**config.mk**
```make
export PLATFORM = sky130hd
export DESIGN_NAME = axi4lite_arbiter
export DESIGN_NICKNAME = d
export VERILOG_FILES = /design/src/rtl/axi4lite_arbiter.sv
export SDC_FILE = /design/constraint.sdc
export NUM_CORES = 1
export LEC_CHECK = 0
export ABC_AREA = 1
export CORE_AREA = 2 2 140 142
export DETAILED_ROUTE_END_ITERATION = 10
export DIE_AREA = 0 0 142 144
export PLACE_DENSITY = 0.46
export SLEW_MARGIN = 25
export SYNTH_ARGS = -nofsm -noshare
export SYNTH_HDL_FRONTEND = slang
export SYNTH_SLANG_ARGS = --single-unit
```
**constraint.sdc**
```tcl
create_clock -name clk -period 1.5 [get_ports clk]
set_clock_uncertainty 0.05 [all_clocks]
set_input_delay 0.3 -clock clk [delete_from_list [all_inputs] [get_ports clk]]
set_output_delay 0.3 -clock clk [all_outputs]
set_load 0.005 [all_outputs]
```
**src/rtl/axi4lite_arbiter.sv**
```systemverilog
// rtl/axi4lite_arbiter.sv - two-master (IFU read-only, LSU full) to one-slave AXI4-Lite arbiter
module axi4lite_arbiter #(
    parameter int ADDR_WIDTH = 32,
    parameter int DATA_WIDTH = 32
) (
    input  logic                    clk,
    input  logic                    rst,

    input  logic                    ifu_arvalid,
    input  logic [ADDR_WIDTH-1:0]   ifu_araddr,
    output logic                    ifu_arready,
    output logic                    ifu_rvalid,
    output logic [DATA_WIDTH-1:0]   ifu_rdata,
    output logic [1:0]              ifu_rresp,
    input  logic                    ifu_rready,

    input  logic                    lsu_arvalid,
    input  logic [ADDR_WIDTH-1:0]   lsu_araddr,
    output logic                    lsu_arready,
    output logic                    lsu_rvalid,
    output logic [DATA_WIDTH-1:0]   lsu_rdata,
    output logic [1:0]              lsu_rresp,
    input  logic                    lsu_rready,
    input  logic                    lsu_awvalid,
    input  logic [ADDR_WIDTH-1:0]   lsu_awaddr,
    output logic                    lsu_awready,
    input  logic                    lsu_wvalid,
    input  logic [DATA_WIDTH-1:0]   lsu_wdata,
    input  logic [DATA_WIDTH/8-1:0] lsu_wstrb,
    output logic                    lsu_wready,
    output logic                    lsu_bvalid,
    output logic [1:0]              lsu_bresp,
    input  logic                    lsu_bready,

    output logic                    arvalid,
    output logic [ADDR_WIDTH-1:0]   araddr,
    input  logic                    arready,
    input  logic                    rvalid,
    input  logic [DATA_WIDTH-1:0]   rdata,
    input  logic [1:0]              rresp,
    output logic                    rready,
    output logic                    awvalid,
    output logic [ADDR_WIDTH-1:0]   awaddr,
    input  logic                    awready,
    output logic                    wvalid,
    output logic [DATA_WIDTH-1:0]   wdata,
    output logic [DATA_WIDTH/8-1:0] wstrb,
    input  logic                    wready,
    input  logic                    bvalid,
    input  logic [1:0]              bresp,
    output logic                    bready
);

    typedef enum logic [1:0] {IDLE, IFU_RD, LSU_RD, LSU_WR} state_t;

    localparam logic GRANT_IFU = 1'b0;
    localparam logic GRANT_LSU = 1'b1;

    state_t state;
    logic   last_rd_grant;
    logic   ar_done;
    logic   aw_done;
    logic   w_done;

    always_ff @(posedge clk or negedge rst) begin
        if (!rst) begin
            state         <= IDLE;
            last_rd_grant <= GRANT_IFU;
            ar_done       <= 1'b0;
            aw_done       <= 1'b0;
            w_done        <= 1'b0;
        end else begin
            case (state)
                IDLE: begin
                    // Writes always win; reads alternate only when both masters contend.
                    if (lsu_awvalid) begin
                        state <= LSU_WR;
                    end else if (ifu_arvalid && lsu_arvalid) begin
                        if (last_rd_grant == GRANT_IFU) begin
                            state         <= LSU_RD;
                            last_rd_grant <= GRANT_LSU;
                        end else begin
                            state         <= IFU_RD;
                            last_rd_grant <= GRANT_IFU;
                        end
                    end else if (ifu_arvalid) begin
                        state         <= IFU_RD;
                        last_rd_grant <= GRANT_IFU;
                    end else if (lsu_arvalid) begin
                        state         <= LSU_RD;
                        last_rd_grant <= GRANT_LSU;
                    end
                end
                IFU_RD, LSU_RD: begin
                    if (arvalid && arready) begin
                        ar_done <= 1'b1;
                    end
                    if (rvalid && rready) begin
                        state   <= IDLE;
                        ar_done <= 1'b0;
                    end
                end
                LSU_WR: begin
                    if (awvalid && awready) begin
                        aw_done <= 1'b1;
                    end
                    if (wvalid && wready) begin
                        w_done <= 1'b1;
                    end
                    if (bvalid && bready) begin
                        state   <= IDLE;
                        aw_done <= 1'b0;
                        w_done  <= 1'b0;
                    end
                end
                default: state <= IDLE;
            endcase
        end
    end

    // Payloads are muxed, not registered: masters hold them stable until ready.
    always_comb begin
        ifu_arready = 1'b0;
        ifu_rvalid  = 1'b0;
        ifu_rdata   = '0;
        ifu_rresp   = 2'b00;
        lsu_arready = 1'b0;
        lsu_rvalid  = 1'b0;
        lsu_rdata   = '0;
        lsu_rresp   = 2'b00;
        lsu_awready = 1'b0;
        lsu_wready  = 1'b0;
        lsu_bvalid  = 1'b0;
        lsu_bresp   = 2'b00;
        arvalid     = 1'b0;
        araddr      = '0;
        rready      = 1'b0;
        awvalid     = 1'b0;
        awaddr      = '0;
        wvalid      = 1'b0;
        wdata       = '0;
        wstrb       = '0;
        bready      = 1'b0;
        case (state)
            IFU_RD: begin
                arvalid     = ifu_arvalid & ~ar_done;
                araddr      = ifu_araddr;
                ifu_arready = arready & ~ar_done;
                ifu_rvalid  = rvalid;
                ifu_rdata   = rdata;
                ifu_rresp   = rresp;
                rready      = ifu_rready;
            end
            LSU_RD: begin
                arvalid     = lsu_arvalid & ~ar_done;
                araddr      = lsu_araddr;
                lsu_arready = arready & ~ar_done;
                lsu_rvalid  = rvalid;
                lsu_rdata   = rdata;
                lsu_rresp   = rresp;
                rready      = lsu_rready;
            end
            LSU_WR: begin
                awvalid     = lsu_awvalid & ~aw_done;
                awaddr      = lsu_awaddr;
                lsu_awready = awready & ~aw_done;
                wvalid      = lsu_wvalid & ~w_done;
                wdata       = lsu_wdata;
                wstrb       = lsu_wstrb;
                lsu_wready  = wready & ~w_done;
                lsu_bvalid  = bvalid;
                lsu_bresp   = bresp;
                bready      = lsu_bready;
            end
            default: ;
        endcase
    end

endmodule

```
==> results of run 1 <==
==> cell usage after synthesis (all sizes together) <==
master  count  area share
nand3       4      0.0096
o21ai       2      0.0048
nor2        7       0.013
dfrtp       6       0.072
a21oi      37       0.089
clkbuf      1      0.0018
ha          4       0.024
inv       156        0.28
o21a        1      0.0036
a21boi      1      0.0036
nor3        1      0.0078
buf        26       0.071
nand2     227        0.41
and3        2      0.0060
nand4       1      0.0030
==> state kept, by name, indices dropped and copies added (netlist names) <==
signal         flops
state              2
w_done             1
ar_done            1
aw_done            1
last_rd_grant      1
==> routing by layer <==
metal  GRT usage  vias to the layer above  share of wire
met4      0.0495                        0          0.026
met5           0                        -              0
met3      0.0258                       25          0.073
li1            -                     2216              -
met2       0.287                      216           0.56
met1       0.150                     1976           0.34
==> layout make-up <==
class,count,area (um^2),share of cell area
multi-input combinational,287,2290,0.281
timing repair inverter,1,11.3,0.00138
clock buffer,3,75.1,0.00920
timing repair buffer,473,4730,0.580
inverter,156,606,0.0742
tap,238,298,0.0365
sequential,6,150,0.0184
==> report_power, final <==
group          internal (W)  switching, W  total [W]  leakage [nW]
Clock              0.000343     0.0000994   0.000442        0.0370
Sequential         0.000244     0.0000533   0.000298        0.0717
Combinational       0.00562       0.00455     0.0102          4.79
Total               0.00620       0.00470     0.0109          4.90
==> metrics by stage <==
| step | total power (W) | hold slack [ns] |
|---|---|---|
| 6_report | 0.0109 | 0.276 |
| 3_5_place_dp | 0.00639 | 0.494 |
| 2_1_floorplan | 0.00249 | -0.0456 |
| 5_1_grt | 0.0117 | 0.301 |
| 3_3_place_gp | 0.00645 | 0.499 |
| 4_1_cts | 0.00976 | 0.285 |
==> worst paths after layout <==
path                                        endpoint            startpoint  cells past startpoint
max                                    lsu_rdata[22]  state[1]$_DFFE_PN0P_                      9
min                               w_done$_DFFE_PN0P_                   rst                      1
max reg2reg                     state[0]$_DFFE_PN0P_  state[1]$_DFFE_PN0P_                     13
min reg2reg                       w_done$_DFFE_PN0P_    w_done$_DFFE_PN0P_                      2
max in group asynchronous  last_rd_grant$_DFFE_PN0P_                   rst                      1
min in group clk                  w_done$_DFFE_PN0P_    w_done$_DFFE_PN0P_                      2
==> what timing repair did <==
action,4_1_cts,5_1_grt
hold buffers,0,0
resized for setup,950,341
setup buffers,53,16
hold endpoints to repair,0,0
setup endpoints to repair,185,187
cloned,15,2
pin swaps,15,15
==> critical path, delay by kind of cell, from the launching register on <==
| kind | cells | cell delay [ns] |
|---|---|---|
| fa+ha+maj | 1 | 0.17 |
| flops | 1 | 0.42 |
| simple gates | 1 | 0.05 |
| buf+inv | 7 | 0.80 |
==> logic make-up (layout without fill, tap and decap cells) <==
family	count (synthesis)	after routing
AO/OA/AOI/OAI	41	41
buffers and inverters	183	633
flip-flops	6	6
adder cells (fa/ha/maj)	4	4
AND/OR/NAND/NOR	242	242
==> run_results.csv, run 1 <==
group,metric,value,unit
timing,setup_tns,-68.53,ns
yosys,synth_mux_area_frac,0,
timing,max-slew-margin-rel,0.794,
floorplan,row_count,51,
yosys,synth_top_family_by_area,"simple AND/OR/NAND/NOR gates",
cts,clock_tree.root_cell,"clkbuf_16",
detailed_routing,wire_per_inst,14.3,um
cts,cts_max_level,1,
power,p_per_area,1340,nW/um^2
timing,fmax,495,MHz
setup_path,start_kind,"register",
global_routing,grt_max_degree,11,
yosys,ys_ff_latch,6,
global_routing,grt_pass1_wl,22800,um
yosys,syn_area,2080,um^2
floorplan,core,19100,um^2
finish,final_cells,1164,
finish,syn_to_final_growth,291,%
outcome,violations,"negative setup slack",
yosys,syn-num-nets,662,
timing,setup_violations,186,
timing,finalMaxSlewViolations,0,
timing,rsz0062_at_grt,"yes",
outcome,outcome,"finished with violations",
place,place_inst,1093,
cts,clk_pin_slew,0.03,ns
hold_path,hold_class,"input port to asynchronous set/reset pin",
place,dp_hpwl,11600,um
cts,clk_path_buf_depth,2,
timing,finalCritPeriodShare,1.35,
finish,final_layout_size_suffix_gt1_frac,0.650,
finish,mostFrequentLayoutCells,"clkdlybuf4s50_1 (181), buf_6 (111), buf_2 (97)",
finish,stdcell_area,8160,um^2
cts,cts_tree,"done",
finish,fin_nets,1114,
place,routabilityCongestion,0.751,
floorplan,start_util,0.109,
place,place_ws,-0.660,ns
setup_path,slowest_stage,"dfrtp_1",
yosys,yosys.area_share.adder,0.0240,
cts,cts.sinks,6,
timing,hold_viol_final,0,
setup_path,cp_max_fo,6,
finish,fill_cells,1960,
yosys,synthSimpleGateAreaFrac,0.448,
global_routing,groute.usage.overall,0.144,
setup_path,slowest_delay,0.42,ns
global_routing,grt_overflow,0,
detailed_routing,drtIter0Drc,87,
detailed_routing,ant_nets,0,
cts,cts_buffers,3,
place,portBuffers,363,
power,p_leak,4.90,nW
detailed_routing,totalWireLength,16600,um
detailed_routing,avgViaCountPerCell,3.81,
setup_path,critPathRequiredTime,1.15,ns
yosys,synthCells,476,
setup_path,cp_data_arrival_time,1.67,ns
global_routing,grt_pass1_vias,4238,
finish,diodes,0,
global_routing,antenna_found_initial,0,
floorplan,die_y,144,um
cts,insertion_delay,0.23,ns
finish,post-route-util,0.428,
floorplan,ios,364,
setup_path,crit_path_end_kind,"output port",
detailed_routing,vias,4433,
flow_run,maxCapViolCount,0,
floorplan,dieArea,20400,um^2
setup_path,crit_chain,"buf_6, ha_4, buf_8, buf_6, buf_6, buf_6, nand2_2, inv_1, buf_2",
setup_path,regToRegSetupSlack,-0.26,ns
timing,tightest_slew,0.308,ns
yosys,synth_cell_types,20,
yosys,synth_xor_area_frac,0,
place,place_area,6310,um^2
power,ir_drop,0.789,mV
floorplan,die_w,142,um
detailed_routing,dr.pass1.iters,4,
timing,setup_ws,-0.519,ns
yosys,ys_seq_area_frac,0.0720,
yosys,ys_warn_count,0,
setup_path,cp_common_cell,"buf_6",
yosys,synth_compound_area_frac,0.101,
finish,layout_commonest_cell,"clkdlybuf4s50_1",
setup_path,crit_type,"register to output port",
timing,period_needed,2.02,ns
yosys,syn_avg_cell_area,4.38,um^2
detailed_routing,drc,0,
No activity file was read; power rests on OpenSTA's default activity.
==> run 2, diff against run 1 <==
--- a/config.mk
+++ b/config.mk
@@ -6,10 +6,11 @@
 export NUM_CORES = 1
 export LEC_CHECK = 0
 export ABC_AREA = 1
-export CORE_AREA = 2 2 140 142
+export CORE_AREA = 4 4 138 140
+export CTS_CLUSTER_SIZE = 16
 export DETAILED_ROUTE_END_ITERATION = 10
 export DIE_AREA = 0 0 142 144
-export PLACE_DENSITY = 0.46
+export PLACE_DENSITY = 0.48
 export SLEW_MARGIN = 25
 export SYNTH_ARGS = -nofsm -noshare
 export SYNTH_HDL_FRONTEND = slang
==> run 2 against run 1 <==
Against the previous run:
- the flow still finishes with violations (negative setup slack)
- sequential cell count unchanged
- global-route usage is 0.39 points higher
- final cell count up 3.3%
- sequential share of layout area is 0.15 points lower
- largest cell class unchanged
- largest power group unchanged
==> run_results.csv, run 2 (synthesis gave the netlist of run 1 again) <==
group,metric,value,unit
timing,hold_viol_final,0,
global_routing,grt_max_degree,22,
cts,clock_tree.root_cell,"clkbuf_16",
floorplan,die_w,142,um
finish,diodes,0,
timing,setup_violations,187,
power,p_leak,5.39,nW
hold_path,hold_class,"input port to asynchronous set/reset pin",
power,switching_power,0.00520,W
setup_path,critPathRequiredTime,1.15,ns
cts,insertion_delay,0.23,ns
detailed_routing,wire_per_inst,15.3,um
cts,cts_buffers,3,
detailed_routing,ant_nets,0,
finish,final_layout_size_suffix_gt1_frac,0.646,
global_routing,antenna_found_initial,1,
floorplan,ios,364,
timing,tightest_slew,0.309,ns
detailed_routing,totalWireLength,18400,um
cts,cts_max_level,1,
timing,rsz0062_at_grt,"yes",
finish,layout_commonest_cell,"clkdlybuf4s50_1",
finish,regMostFlops,"state",
floorplan,core,17800,um^2
timing,finalCritPeriodShare,1.41,
detailed_routing,dr.pass1.iters,4,
detailed_routing,drtIter0Drc,104,
global_routing,groute.usage.overall,0.148,
place,routabilityCongestion,0.740,
finish,mostFrequentLayoutCells,"clkdlybuf4s50_1 (181), buf_6 (149), nand2_4 (88)",
power,intPower,0.00748,W
timing,setup_ws,-0.616,ns
setup_path,crit_type,"register to output port",
setup_path,start_kind,"register",
place,dp_hpwl,11900,um
power,power_frac_comb,0.941,
global_routing,grt_pass1_vias,4245,
place,portBuffers,363,
flow_run,maxCapViolCount,0,
cts,clk_path_buf_depth,2,
setup_path,crit_path_end_kind,"output port",
power,p_clk_frac,0.034,
cts,cts.sinks,6,
cts,cts_tree,"done",
timing,max-slew-margin-rel,0.793,
floorplan,dieArea,20400,um^2
finish,syn_to_final_growth,328,%
detailed_routing,drc,0,
timing,finalMaxSlewViolations,0,
power,sw_frac_of_total,0.410,
power,p_seq_frac,0.024,
floorplan,die_y,144,um
outcome,outcome,"finished with violations",
finish,post-route-util,0.500,
detailed_routing,vias,4586,
cts,clk_pin_slew,0.03,ns
floorplan,start_util,0.117,
global_routing,grt_pass1_wl,23800,um
cts,ctsHoldBuffers,0,
outcome,violations,"negative setup slack",
setup_path,cp_max_fo,8,
setup_path,cp_data_arrival_time,1.77,ns
detailed_routing,avgViaCountPerCell,3.82,
power,p_per_area,1420,nW/um^2
finish,largest_reg_flops,2,
global_routing,grt_overflow,0,
timing,fmax,473,MHz
finish,fin_nets,1161,
power,ir_drop,0.833,mV
timing,period_needed,2.12,ns
floorplan,row_count,49,
timing,whs,0.279,ns
## run 2: changes by cell type in the layout (fill, tap and decap cells not counted), moves of 3 or more
cell / before / now
buf_12: 23 / 31
nand2_1: 67 / 72
nand2_4: 84 / 88
buf_16: 7 / 10
buf_2: 97 / 84
a21oi_4: 4 / 9
nand2_2: 76 / 67
dlymetal6s2s_1: 0 / 8
inv_2: 95 / 85
buf_8: 16 / 9
a21oi_2: 32 / 27
buf_4: 23 / 28
buf_6: 111 / 149
inv_1: 59 / 68
## run 2: metal layers
metal / track usage / part of all wire / vias up
li1: - / - / 2304
met1: 0.153 / 0.34 / 2059
met2: 0.303 / 0.57 / 197
met3: 0.0314 / 0.072 / 24
met4: 0.0263 / 0.020 / 2
met5: 0 / 0.00049 / -
## run 2: metrics by stage
step | cell area (um^2) | instances | setup WS (ns) | total power (W) | setup TNS [ns]
2_1_floorplan | 2090 | 476 | -0.00201 | 0.00249 | -0.0402
3_3_place_gp | 6200 | 1075 | -0.654 | 0.00629 | -86.92
3_5_place_dp | 6200 | 1075 | -0.672 | 0.00623 | -89.22
4_1_cts | 7460 | 1162 | -0.645 | 0.0103 | -86.15
5_1_grt | 8930 | 1202 | -0.671 | 0.0135 | -88.79
6_report | 8930 | 1202 | -0.616 | 0.0127 | -77.67
## run 2: layout make-up
| class | count | area (um^2) |
|---|---|---|
| flip-flops and latches | 6 | 151 |
| clock buffers | 3 | 75.1 |
| repair buffers | 521 | 5450 |
| well taps | 229 | 287 |
| multi-input cells | 287 | 2360 |
| fillers | 1691 | 8910 |
| inverters | 156 | 613 |
## run 2: power by group through the flow
stage,clock network (W),logic (W),registers [W]
2_1_floorplan,0,0.00221,0.000286
6_report,0.000435,0.0119,0.000310
5_1_grt,0.000460,0.0127,0.000327
3_5_place_dp,0,0.00593,0.000293
4_1_cts,0.000453,0.00957,0.000311
3_3_place_gp,0,0.00600,0.000288
## run 2: path summary, 6_finish.rpt
kind,from,end,slack (ns),cells past startpoint
max,state[1]$_DFFE_PN0P_,awaddr[13],-0.62,9
min,rst,w_done$_DFFE_PN0P_,0.28,1
max reg2reg,state[1]$_DFFE_PN0P_,state[1]$_DFFE_PN0P_,-0.34,11
min reg2reg,w_done$_DFFE_PN0P_,w_done$_DFFE_PN0P_,0.49,2
max in group asynchronous,rst,state[1]$_DFFE_PN0P_,0.87,1
min in group clk,w_done$_DFFE_PN0P_,w_done$_DFFE_PN0P_,0.49,2
## run 2: timing repair
| item | 4_1_cts | 5_1_grt |
|---|---|---|
| hold endpoints to repair | 0 | 0 |
| buffers inserted | 70 | 55 |
| gates cloned | 17 | 5 |
| pin swaps | 21 | 28 |
| resized for setup | 792 | 486 |
| endpoints found under the setup margin | 186 | 187 |
## run 2: worst max-delay path, stage by stage, from the launching register on
cell and delay [ns]:
dfrtp_2 0.44, buf_6 0.14, ha_4 0.21, buf_12 0.15, buf_12 0.13, buf_16 0.12, buf_12 0.12, nand2_2 0.05
inv_1 0.05, buf_2 0.12
